**src/rtl/c_matrix_pkg.sv**
```systemverilog
// Shared definitions for the C-element matrix event capture block.
// Flag bit positions follow the matrix output ordering.
package c_matrix_pkg;

    localparam int FLAG_W   = 9;
    localparam int TS_W_DEF = 8;

    localparam int COL_ANY0 = 0;
    localparam int COL_ANY1 = 1;
    localparam int COL_ANY2 = 2;
    localparam int ANY      = 3;
    localparam int ROW_MAJ0 = 4;
    localparam int ROW_MAJ1 = 5;
    localparam int ROW_MAJ2 = 6;
    localparam int COL_MAJ  = 7;
    localparam int MAJ_ANY  = 8;

    typedef enum logic {
        STABLE   = 1'b0,
        SETTLING = 1'b1
    } filt_state_e;

    typedef struct packed {
        logic [FLAG_W-1:0]   flags;
        logic [TS_W_DEF-1:0] ts;
    } rec_t;

    // Each "any" summary bit must equal the OR of the bits it summarises.
    function automatic logic flags_consistent(input logic [FLAG_W-1:0] f);
        return (f[ANY] == |f[COL_ANY2:COL_ANY0]) &&
               (f[MAJ_ANY] == |f[COL_MAJ:ROW_MAJ0]);
    endfunction

endpackage

```
**src/rtl/c_matrix_event_capture_if.sv**
```systemverilog
// Record readout handshake: the capture block drives the head record,
// the chip-level readout logic returns ready.
interface c_matrix_event_capture_if #(
    parameter int TS_W = 8
);
    import c_matrix_pkg::*;

    logic              rec_valid_o;
    logic              rec_ready_i;
    logic [FLAG_W-1:0] rec_flags_o;
    logic [TS_W-1:0]   rec_ts_o;

    modport master (
        output rec_valid_o,
        output rec_flags_o,
        output rec_ts_o,
        input  rec_ready_i
    );

    modport slave (
        input  rec_valid_o,
        input  rec_flags_o,
        input  rec_ts_o,
        output rec_ready_i
    );

endinterface

```
**src/rtl/c_matrix_rec_fifo.sv**
```systemverilog
// Fall-through record FIFO with valid/ready pop and a drop strobe for
// pushes refused while full.
module c_matrix_rec_fifo #(
    parameter int WIDTH = 17,
    parameter int DEPTH = 4
) (
    input  logic             clk,
    input  logic             rst_n,
    input  logic             push_i,
    input  logic [WIDTH-1:0] push_data_i,
    input  logic             pop_i,
    output logic             valid_o,
    output logic [WIDTH-1:0] data_o,
    output logic             drop_o
);

    localparam int AW = $clog2(DEPTH);

    logic [WIDTH-1:0] mem_q [DEPTH];
    logic [AW-1:0]    wr_ptr_q, wr_ptr_d;
    logic [AW-1:0]    rd_ptr_q, rd_ptr_d;
    logic [AW:0]      count_q, count_d;
    logic             empty, full, do_pop, do_push;

    // DEPTH is a power of two, so the count MSB alone marks full.
    assign empty   = (count_q == '0);
    assign full    = count_q[AW];
    assign do_pop  = pop_i & ~empty;
    assign do_push = push_i & (~full | do_pop);
    assign drop_o  = push_i & full & ~do_pop;

    assign valid_o = ~empty;
    assign data_o  = empty ? '0 : mem_q[rd_ptr_q];

    always_comb begin
        wr_ptr_d = wr_ptr_q + AW'(do_push);
        rd_ptr_d = rd_ptr_q + AW'(do_pop);
        count_d  = count_q + (AW+1)'(do_push) - (AW+1)'(do_pop);
    end

    always_ff @(posedge clk) begin
        if (!rst_n) begin
            wr_ptr_q <= '0;
            rd_ptr_q <= '0;
            count_q  <= '0;
        end else begin
            wr_ptr_q <= wr_ptr_d;
            rd_ptr_q <= rd_ptr_d;
            count_q  <= count_d;
        end
    end

    always_ff @(posedge clk) begin
        if (do_push) begin
            mem_q[wr_ptr_q] <= push_data_i;
        end
    end

endmodule

```
**src/rtl/c_matrix_event_capture.sv**
```systemverilog
// Synchronises and debounces the matrix flag vector, timestamps each settled
// change into the record FIFO and keeps sticky overflow/inconsistency flags.
module c_matrix_event_capture
    import c_matrix_pkg::*;
#(
    parameter int STABLE_CYCLES = 4,
    parameter int DEPTH         = 4,
    parameter int TS_W          = 8
) (
    input  logic                      clk,
    input  logic                      rst_n,
    input  logic [FLAG_W-1:0]         flags_i,
    output logic [FLAG_W-1:0]         level_o,
    c_matrix_event_capture_if.master  rec,
    output logic                      ovf_o,
    output logic                      err_o,
    input  logic                      clr_i
);

    localparam int                CNT_W    = $clog2(STABLE_CYCLES + 1);
    localparam logic [CNT_W-1:0]  CNT_LAST = CNT_W'(STABLE_CYCLES - 1);

    logic [FLAG_W-1:0] s1_q, s2_q;
    logic [FLAG_W-1:0] cand_q, cand_d;
    logic [FLAG_W-1:0] level_q, level_d;
    logic [CNT_W-1:0]  cnt_q, cnt_d;
    logic [TS_W-1:0]   ts_q, ts_d;
    filt_state_e       state_q, state_d;
    logic              ovf_q, ovf_d;
    logic              err_q, err_d;

    logic                     commit, push, drop, fifo_valid;
    logic [FLAG_W+TS_W-1:0]   fifo_data;

    always_comb begin
        state_d = state_q;
        cand_d  = cand_q;
        cnt_d   = cnt_q;
        level_d = level_q;
        commit  = 1'b0;
        case (state_q)
            STABLE: begin
                if (s2_q != cand_q) begin
                    cand_d  = s2_q;
                    cnt_d   = '0;
                    state_d = SETTLING;
                end
            end
            SETTLING: begin
                if (s2_q != cand_q) begin
                    cand_d = s2_q;
                    cnt_d  = '0;
                end else if (cnt_q == CNT_LAST) begin
                    commit  = 1'b1;
                    level_d = cand_q;
                    state_d = STABLE;
                end else begin
                    cnt_d = cnt_q + CNT_W'(1);
                end
            end
            default: state_d = STABLE;
        endcase
    end

    // A commit that lands back on the old level is a glitch: no record.
    assign push  = commit & (cand_q != level_q);
    assign ts_d  = ts_q + TS_W'(1);
    // A same-cycle set beats clr_i.
    assign ovf_d = drop | (ovf_q & ~clr_i);
    assign err_d = (commit & ~flags_consistent(cand_q)) | (err_q & ~clr_i);

    always_ff @(posedge clk) begin
        if (!rst_n) begin
            s1_q    <= '0;
            s2_q    <= '0;
            cand_q  <= '0;
            level_q <= '0;
            cnt_q   <= '0;
            ts_q    <= '0;
            state_q <= STABLE;
            ovf_q   <= 1'b0;
            err_q   <= 1'b0;
        end else begin
            s1_q    <= flags_i;
            s2_q    <= s1_q;
            cand_q  <= cand_d;
            level_q <= level_d;
            cnt_q   <= cnt_d;
            ts_q    <= ts_d;
            state_q <= state_d;
            ovf_q   <= ovf_d;
            err_q   <= err_d;
        end
    end

    c_matrix_rec_fifo #(
        .WIDTH (FLAG_W + TS_W),
        .DEPTH (DEPTH)
    ) u_fifo (
        .clk         (clk),
        .rst_n       (rst_n),
        .push_i      (push),
        .push_data_i ({cand_q, ts_q}),
        .pop_i       (rec.rec_ready_i),
        .valid_o     (fifo_valid),
        .data_o      (fifo_data),
        .drop_o      (drop)
    );

    assign level_o         = level_q;
    assign ovf_o           = ovf_q;
    assign err_o           = err_q;
    assign rec.rec_valid_o = fifo_valid;
    assign rec.rec_flags_o = fifo_data[FLAG_W+TS_W-1:TS_W];
    assign rec.rec_ts_o    = fifo_data[TS_W-1:0];

endmodule

```
**src/flat_wrapper.sv**
```systemverilog
// flat-port wrapper written by rule: the top's interface ports become plain ports
module c_matrix_event_capture_flat import c_matrix_pkg::*;
#(
    parameter int STABLE_CYCLES = 4,
    parameter int DEPTH         = 4,
    parameter int TS_W          = 8
)
  (clk, rst_n, flags_i, level_o, ovf_o, err_o, clr_i, rec_rec_valid_o, rec_rec_flags_o, rec_rec_ts_o, rec_rec_ready_i);
  c_matrix_event_capture_if #(.TS_W(TS_W)) rec_i ();
  input  logic clk;
  input  logic rst_n;
  input  logic [FLAG_W-1:0] flags_i;
  output logic [FLAG_W-1:0] level_o;
  output logic ovf_o;
  output logic err_o;
  input  logic clr_i;
  output wire logic [$bits(rec_i.rec_valid_o)-1:0] rec_rec_valid_o;
  output wire logic [$bits(rec_i.rec_flags_o)-1:0] rec_rec_flags_o;
  output wire logic [$bits(rec_i.rec_ts_o)-1:0] rec_rec_ts_o;
  input wire logic [$bits(rec_i.rec_ready_i)-1:0] rec_rec_ready_i;
  assign rec_rec_valid_o = rec_i.rec_valid_o;
  assign rec_rec_flags_o = rec_i.rec_flags_o;
  assign rec_rec_ts_o = rec_i.rec_ts_o;
  assign rec_i.rec_ready_i = rec_rec_ready_i;
  c_matrix_event_capture #(.STABLE_CYCLES(STABLE_CYCLES), .DEPTH(DEPTH), .TS_W(TS_W)) u_core (.clk(clk), .rst_n(rst_n), .flags_i(flags_i), .level_o(level_o), .rec(rec_i), .ovf_o(ovf_o), .err_o(err_o), .clr_i(clr_i));
endmodule
```
**config.mk**
```make
export PLATFORM = sky130hd
export DESIGN_NAME = c_matrix_event_capture_flat
export DESIGN_NICKNAME = d
export VERILOG_FILES = /design/src/rtl/c_matrix_pkg.sv /design/src/rtl/c_matrix_event_capture_if.sv /design/src/rtl/c_matrix_rec_fifo.sv /design/src/rtl/c_matrix_event_capture.sv /design/src/flat_wrapper.sv
export SDC_FILE = /design/constraint.sdc
export NUM_CORES = 1
export LEC_CHECK = 0
export BUFFER_PORTS_ARGS = -buffer_cell sky130_fd_sc_hd__buf_4
export CORE_UTILIZATION = 50
export DETAILED_ROUTE_END_ITERATION = 16
export GPL_TIMING_DRIVEN = 0
export PLACE_DENSITY = 0.75
export SYNTH_ARGS = -nofsm -noshare
export SYNTH_HDL_FRONTEND = slang
export SYNTH_SLANG_ARGS = --single-unit
```
**constraint.sdc**
```tcl
create_clock -name clk -period 4.7 [get_ports clk]
set_input_delay 0.94 -clock clk [delete_from_list [all_inputs] [get_ports clk]]
set_output_delay 0.94 -clock clk [all_outputs]
set_load 0.01 [all_outputs]
```
## Word-level counts from Yosys, hierarchy flattened

Memories as Yosys holds them, arrays and structs flattened. A register that Yosys moved wholly into a read port is not among the register bits.
Cells that the tools add are included.

| cells by class | value |
|---|---|
| add/subtract/negate cells | 6 |
| eq/ne operators | 7 |
| muxes and demuxes | 16 |
| bitwise gates (word level) | 18 |
| reduce and logical (&&, ||, !) cells | 6 |

Operator list:

| kind | number |
|---|---|
| $ne A9 B9 Y1 | 2 |
| $mux W17 | 1 |
| $mux W3 | 3 |
| $mux W9 | 1 |
| $add A8 B1 Y8 const B | 1 |
| $and A1 B1 Y1 | 8 |
| $mux W1 | 8 |
| $not A1 Y1 | 7 |
| $pmux W3 S2 | 1 |
| $add A2 B1 Y2 | 2 |
| $reduce_or A4 Y1 | 1 |
| $add A3 B1 Y3 | 1 |
| $add A3 B1 Y3 const B | 1 |
| $eq A3 B2 Y1 const B | 1 |
| $logic_not A3 Y1 | 1 |
| $ne A3 B3 Y1 const B | 1 |
| $or A1 B1 Y1 | 3 |
| $reduce_and A3 Y1 | 1 |
| $reduce_or A3 Y1 | 1 |
| $sub A3 B1 Y3 | 1 |
| $eq A1 B1 Y1 | 2 |
| $mux W2 | 1 |
| $ne A2 B1 Y1 const B | 1 |
| $pmux W1 S2 | 1 |
| 2 further kinds | 2 |

| storage, ports and cells | value |
|---|---|
| bits in registers | 57 |
| bits in writable memories | 68 |
| input port bits | 13 |
| output and inout port bits | 29 |
| logic and storage cells | 66 |
| memories | 1 |

Memories:

| name | depth | bits a word | rd ports | clocked after Yosys merged registers in | wr ports | line | source |
|---|---|---|---|---|---|---|---|
| u_core.u_fifo.mem_q | 4 | 17 | 1 | 1 | 1 | c_matrix_rec_fifo.sv:19 | `logic [WIDTH-1:0] mem_q [DEPTH];` |

## Depth between registers and ports, before layout

| depth | value |
|---|---|
| depth in word-level cells | 8 |
| gate-level depth with buffers | 12 |
| mapped depth without buffers | 12 |

## By module

From an unflattened synthesis, not the netlist that was laid out.

| unflattened totals | value |
|---|---|
| cell total of the unflattened synthesis | 338 |
| area, all modules | 4952.2 µm² |

By module, submodules not included:

| module | instances | cells each | area each (µm²) | sequential area each (µm²) |
|---|---|---|---|---|
| c_matrix_rec_fifo | 1 | 148 | 2995.4 | 2182.1 |
| c_matrix_event_capture | 1 | 190 | 1956.9 | 1001.0 |

## Least setup slack after synthesis

No wires, ideal clock.

| path | value |
|---|---|
| path kind | register to register |
| from | register u_core.cand_q[5] |
| to | memory u_core.u_fifo.mem_q[0][0] (enable) |
| arrival time | 3025 ps |
| slack | 1234 ps |
| cell stages (with the launch flop) | 5 |
| period minus slack after synthesis | 3466 ps |
| cells stage by stage | dfxtp_1 -> xor2_1 -> nor4_1 -> nand4_1 -> nor4b_1 |

| between the ends | value |
|---|---|
| longest elaborated chain between the ends | 7 |

RTL lines:

| element | line | source |
|---|---|---|
| start: declaration | c_matrix_event_capture.sv:24 | `logic [FLAG_W-1:0] cand_q, cand_d;` |
| start signal: assignment | c_matrix_event_capture.sv:86 | `cand_q <= cand_d;` |
| $ne A9 B9 Y1 | c_matrix_event_capture.sv:50 | `if (s2_q != cand_q) begin` |
| $mux W1 | c_matrix_event_capture.sv:50 |  |
| $mux W1 | c_matrix_event_capture.sv:41 | `case (state_q)` |
| $and A1 B1 Y1 * | c_matrix_event_capture.sv:66 | `assign push = commit & (cand_q != level_q);` |
| $and A1 B1 Y1 * | c_matrix_rec_fifo.sv:29 | `assign do_push = push_i & (~full \| do_pop);` |
| $mux W1 * | c_matrix_rec_fifo.sv:54 | `if (do_push) begin` |
| $mux W1 (implied by the code) * | c_matrix_rec_fifo.sv:55 | `mem_q[wr_ptr_q] <= push_data_i;` |
| end: declaration | c_matrix_rec_fifo.sv:19 |  |

Mark *: on every way between the ends. The rest lies on a longest branch, timed or not.

## Final worst setup path

| path | value |
|---|---|
| from | register u_core.u_fifo.count_q[2] |
| to | output port rec_rec_flags_o[1] |

| between the ends | value |
|---|---|
| longest elaborated chain between the ends | 2 |

RTL lines:

| element | line | source |
|---|---|---|
| start: declaration | c_matrix_rec_fifo.sv:22 | `logic [AW:0] count_q, count_d;` |
| start signal: assignment | c_matrix_rec_fifo.sv:49 | `count_q <= count_d;` |
| $logic_not A3 Y1 | c_matrix_rec_fifo.sv:26 | `assign empty = (count_q == '0);` |
| $mux W17 | c_matrix_rec_fifo.sv:33 | `assign data_o = empty ? '0 : mem_q[rd_ptr_q];` |
| end: declaration | flat_wrapper.sv:18 | `output wire logic [$bits(rec_i.rec_flags_o)-1:0] rec_rec_flags_o;` |

Every way passes these cells.

==> key figures <==
Clocking
  • Max clock buf depth: 2
  • Root Buffer Master: clkbuf_8
  • CTS clk-pin slew, worst paths: 0.06 ns
  • Clk Latency, worst-skew pair: 0.52 ns
  • Post_cts resized: 0
  • CTS tree: done
  • Setup Fix Bufs, Post-CTS: 0
  • Cts bufs inserted: 17
  • Num Clock Sinks: 125
  • # hold bufs at CTS: 0
  • H-tree depth: 4

Floorplan
  • Die area: 10100 µm²
  • Core Footprint: 9330 µm²
  • Die Span X: 101 µm
  • Io pins: 42
  • Initial Util: 52.2%
  • Rows: 35
  • Die Ht: 101 µm

Synth
  • Top-area cell type share of the netlist area: 41.9%
  • Mapped Cells: 334
  • Synthesized area: 4870 µm²
  • Ys flop type: edfxtp_1
  • Ys async rst share: 0%
  • Synth area leader: edfxtp_1
  • Yosys Warn Count: 0
  • Post-synthesis sequential area ratio: 65.4%
  • Nets in the synthesized netlist: 355
  • Area contributors post-synth: edfxtp_1, dfxtp_1, mux4_2, and2_1, xor2_1
  • Post-synthesis cell type count: 35
  • Synth Register Bits: 125
  • Synth Area per Inst: 14.6 µm²
  • Post-synth EDFFs: 68

Power
  • Logic gate share of total power: 17.6%
  • Clock Power Share: 41.2%
  • Overall power: 2900 µW
  • Leak Pwr: 0.00226 µW
  • Sw Ratio: 26.2%
  • Internal: 2140 µW
  • Flop pwr share: 41.3%
  • Cell Pwr Density: 484 nW/µm²
  • Max rail drop VDD: 0.000302 V
  • Psw: 762 µW

Critical path
  • Sum of buffers and inverters on the critical path: 2
  • Crit-path cells: nor3_1 > clkbuf_1 > nor2b_1 > buf_4
  • RR Startpoint: u_core.cand_q[5]
  • Delay-heaviest family, CP: simple AND/OR/NAND/NOR gates
  • Crit path capture type: output port
  • Flop-to-flop setup slack: 1.32 ns
  • Critical path class: reg -> out
  • RR Endpoint: u_core.u_fifo.count_q[2]
  • Crit-path max FO: 10
  • CP Capture Point: rec_rec_flags_o[1]
  • Worst EP arrival: 2.54 ns
  • CP required: 3.76 ns
  • CP max-delay cell: nor3_1
  • CP startpoint: u_core.u_fifo.count_q[2]
  • R2r worst-path depth: 11
  • Critical Path Source Type: flip-flop
  • CP Depth: 4
  • Worst stage delay on the critical path: 0.91 ns

Global route
  • Met3 GRT Util: 4.72%
  • Vias in the first global route: 2803
  • First-pass GRT wire length: 14400 µm
  • GRT Util Overall: 19.7%
  • Met1 Use GR: 23.7%
  • Initial antenna violation count: 0
  • Met2 Use GR: 33.4%
  • Congestion Overflow GR: 0
  • GRT busiest layer: met2
  • Largest net degree at the start of global routing: 17

Placement
  • Port Buffer Count: 41
  • Placed Cells: 512
  • Dpl hpwl: 5900 µm
  • GP Congestion: 0.804

Run
  • Max Cap Viol: 0

STA
  • Final Slew Violations: 0
  • Final min period: 3.48 ns
  • Skew final: 0.00872 ns
  • Max_slew headroom: 24.1%
  • Setup violators final: 0
  • Final worst-path cycle share: 74.0%
  • Slew of the pin with the lowest slew margin: 1.13 ns
  • Fmax: 287 MHz
  • RSZ-0062 raised after global routing: false
  • Final hold viol count: 0

Cells and area
  • Antenna Cells: 0
  • Share of cells above drive strength 1: 26.7%
  • Final net count: 423
  • Synth-to-layout area growth: 23.2%
  • Filler cells: 675
  • Final std cells w/o fill: 544

Hold path
  • Worst hold stages: 1
  • Worst Hold Class: reg -> reg

Drt
  • Drt drc: 0
  • First DRT Iteration DRCs: 99
  • Routed vias/inst: 5.06
  • First-pass DRT Iterations: 4
  • Final antenna-violating net count: 0
  • Routed wire length: 8730 µm
  • Vias: 2751
  • DR WL/cell: 16.0 µm

Status
  • Status: finished clean
## worst min-delay path by stage
| stage | from | to |
|---|---|---|
| finish | u_core.s1_q[4] | u_core.s2_q[4] |
| global route | u_core.s1_q[7] | u_core.s2_q[7] |
| CTS | u_core.s1_q[7] | u_core.s2_q[7] |
| detailed placement | u_core.s1_q[7] | u_core.s2_q[7] |
| global placement | u_core.s1_q[5] | u_core.s2_q[5] |
| floorplan | u_core.s1_q[0] | u_core.s2_q[0] |
## layout make-up
| cell class | instances | area (µm²) | area share [%] |
|---|---|---|---|
| Sequential cell | 125 | 3180 | 53.1 |
| Multi-Input combinational cell | 191 | 1640 | 27.3 |
| Clock buffer | 17 | 414 | 6.91 |
| Timing Repair Buffer | 49 | 383 | 6.39 |
| Tap cell | 129 | 161 | 2.69 |
| Clock inverter | 15 | 138 | 2.30 |
| Buffer | 13 | 58.8 | 0.981 |
| Inverter | 5 | 18.8 | 0.313 |
## power by group through the flow
| stage | registers (µW) | clock network, µW | logic, µW |
|---|---|---|---|
| 3_3_place_gp | 1220 | 0 | 504 |
| 3_5_place_dp | 1220 | 0 | 520 |
| 6_report | 1200 | 1200 | 510 |
| 4_1_cts | 1200 | 1210 | 527 |
| 2_1_floorplan | 1210 | 0 | 324 |
| 5_1_grt | 1200 | 1260 | 567 |
## kinds of logic (layout without fill, tap and decap cells)
group,count (synthesis),in the layout,share of synthesized area (%)
DFF,125,125,65.4
and+or+nand+nor,121,121,14.6
xor gates and xnor gates,31,31,5.58
muxes,27,27,9.92
buffers and inverters,18,99,1.59
adders and majority gates,8,8,2.21
AOI/OAI and AO/OA,4,4,0.720
## layer usage
| metal | wire length (µm) | vias to the layer above |
|---|---|---|
| li1 | - | 1330 |
| met1 | 3720 | 1344 |
| met2 | 4500 | 60 |
| met3 | 334 | 17 |
| met4 | 171 | 0 |
| met5 | 0 | - |
## state kept, by name, summed over array words and instances, names as in the netlist
register,count
u_core.u_fifo.count_q,3
u_core.ovf_o,1
u_core.u_fifo.rd_ptr_q,2
u_core.level_o,9
u_core.u_fifo.mem_q,68
u_core.err_o,1
u_core.ts_q,8
u_core.cnt_q,3
u_core.cand_q,9
u_core.state_q,1
u_core.s1_q,9
u_core.s2_q,9
u_core.u_fifo.wr_ptr_q,2
## stage by stage
step                      hold slack (ns)  util (%)  instance area, µm²  TNS (ns)  setup WS, ns
after floorplan                     0.412         -                4870         0          1.23
after global placement              0.414      57.2                5340    -12.82        -0.397
after detailed placement            0.419      58.3                5440         0          1.23
after CTS                           0.433      64.2                5990         0         0.980
after global routing                0.439      64.3                6000         0         0.949
final                               0.432      64.3                6000         0          1.22
## cell usage in the layout, fill, tap and decap left out, types with 3 or more instances in the layout
master and n:
ha_1 7, inv_1 5, clkbuf_16 16, inv_6 4, nand3_1 6, clkinvlp_4 5
nand2_1 21, nor4_2 4, buf_6 5, mux4_2 17, clkbuf_1 10, mux2i_1 10
nor3_1 4, edfxtp_1 68, dfxtp_1 57, and2_1 42, xor2_1 18, nor2b_1 21
buf_4 45, nor2_1 5, xnor2_1 13, nand4_1 3
## cells in the mapped netlist (2+ instances only)
library cell,number
buf_2,2
ha_1,7
clkbuf_1,10
nor4_1,6
nand3_1,6
nand2_1,21
nor2_1,5
nor3_1,4
dfxtp_1,57
and2_1,42
and3_1,2
mux4_2,17
xnor2_1,13
inv_1,5
mux2i_1,10
xor2_1,18
nor2b_1,21
nand4_1,3
nand2b_1,2
edfxtp_1,68
Note: power is estimated with default switching activity, not from simulation.
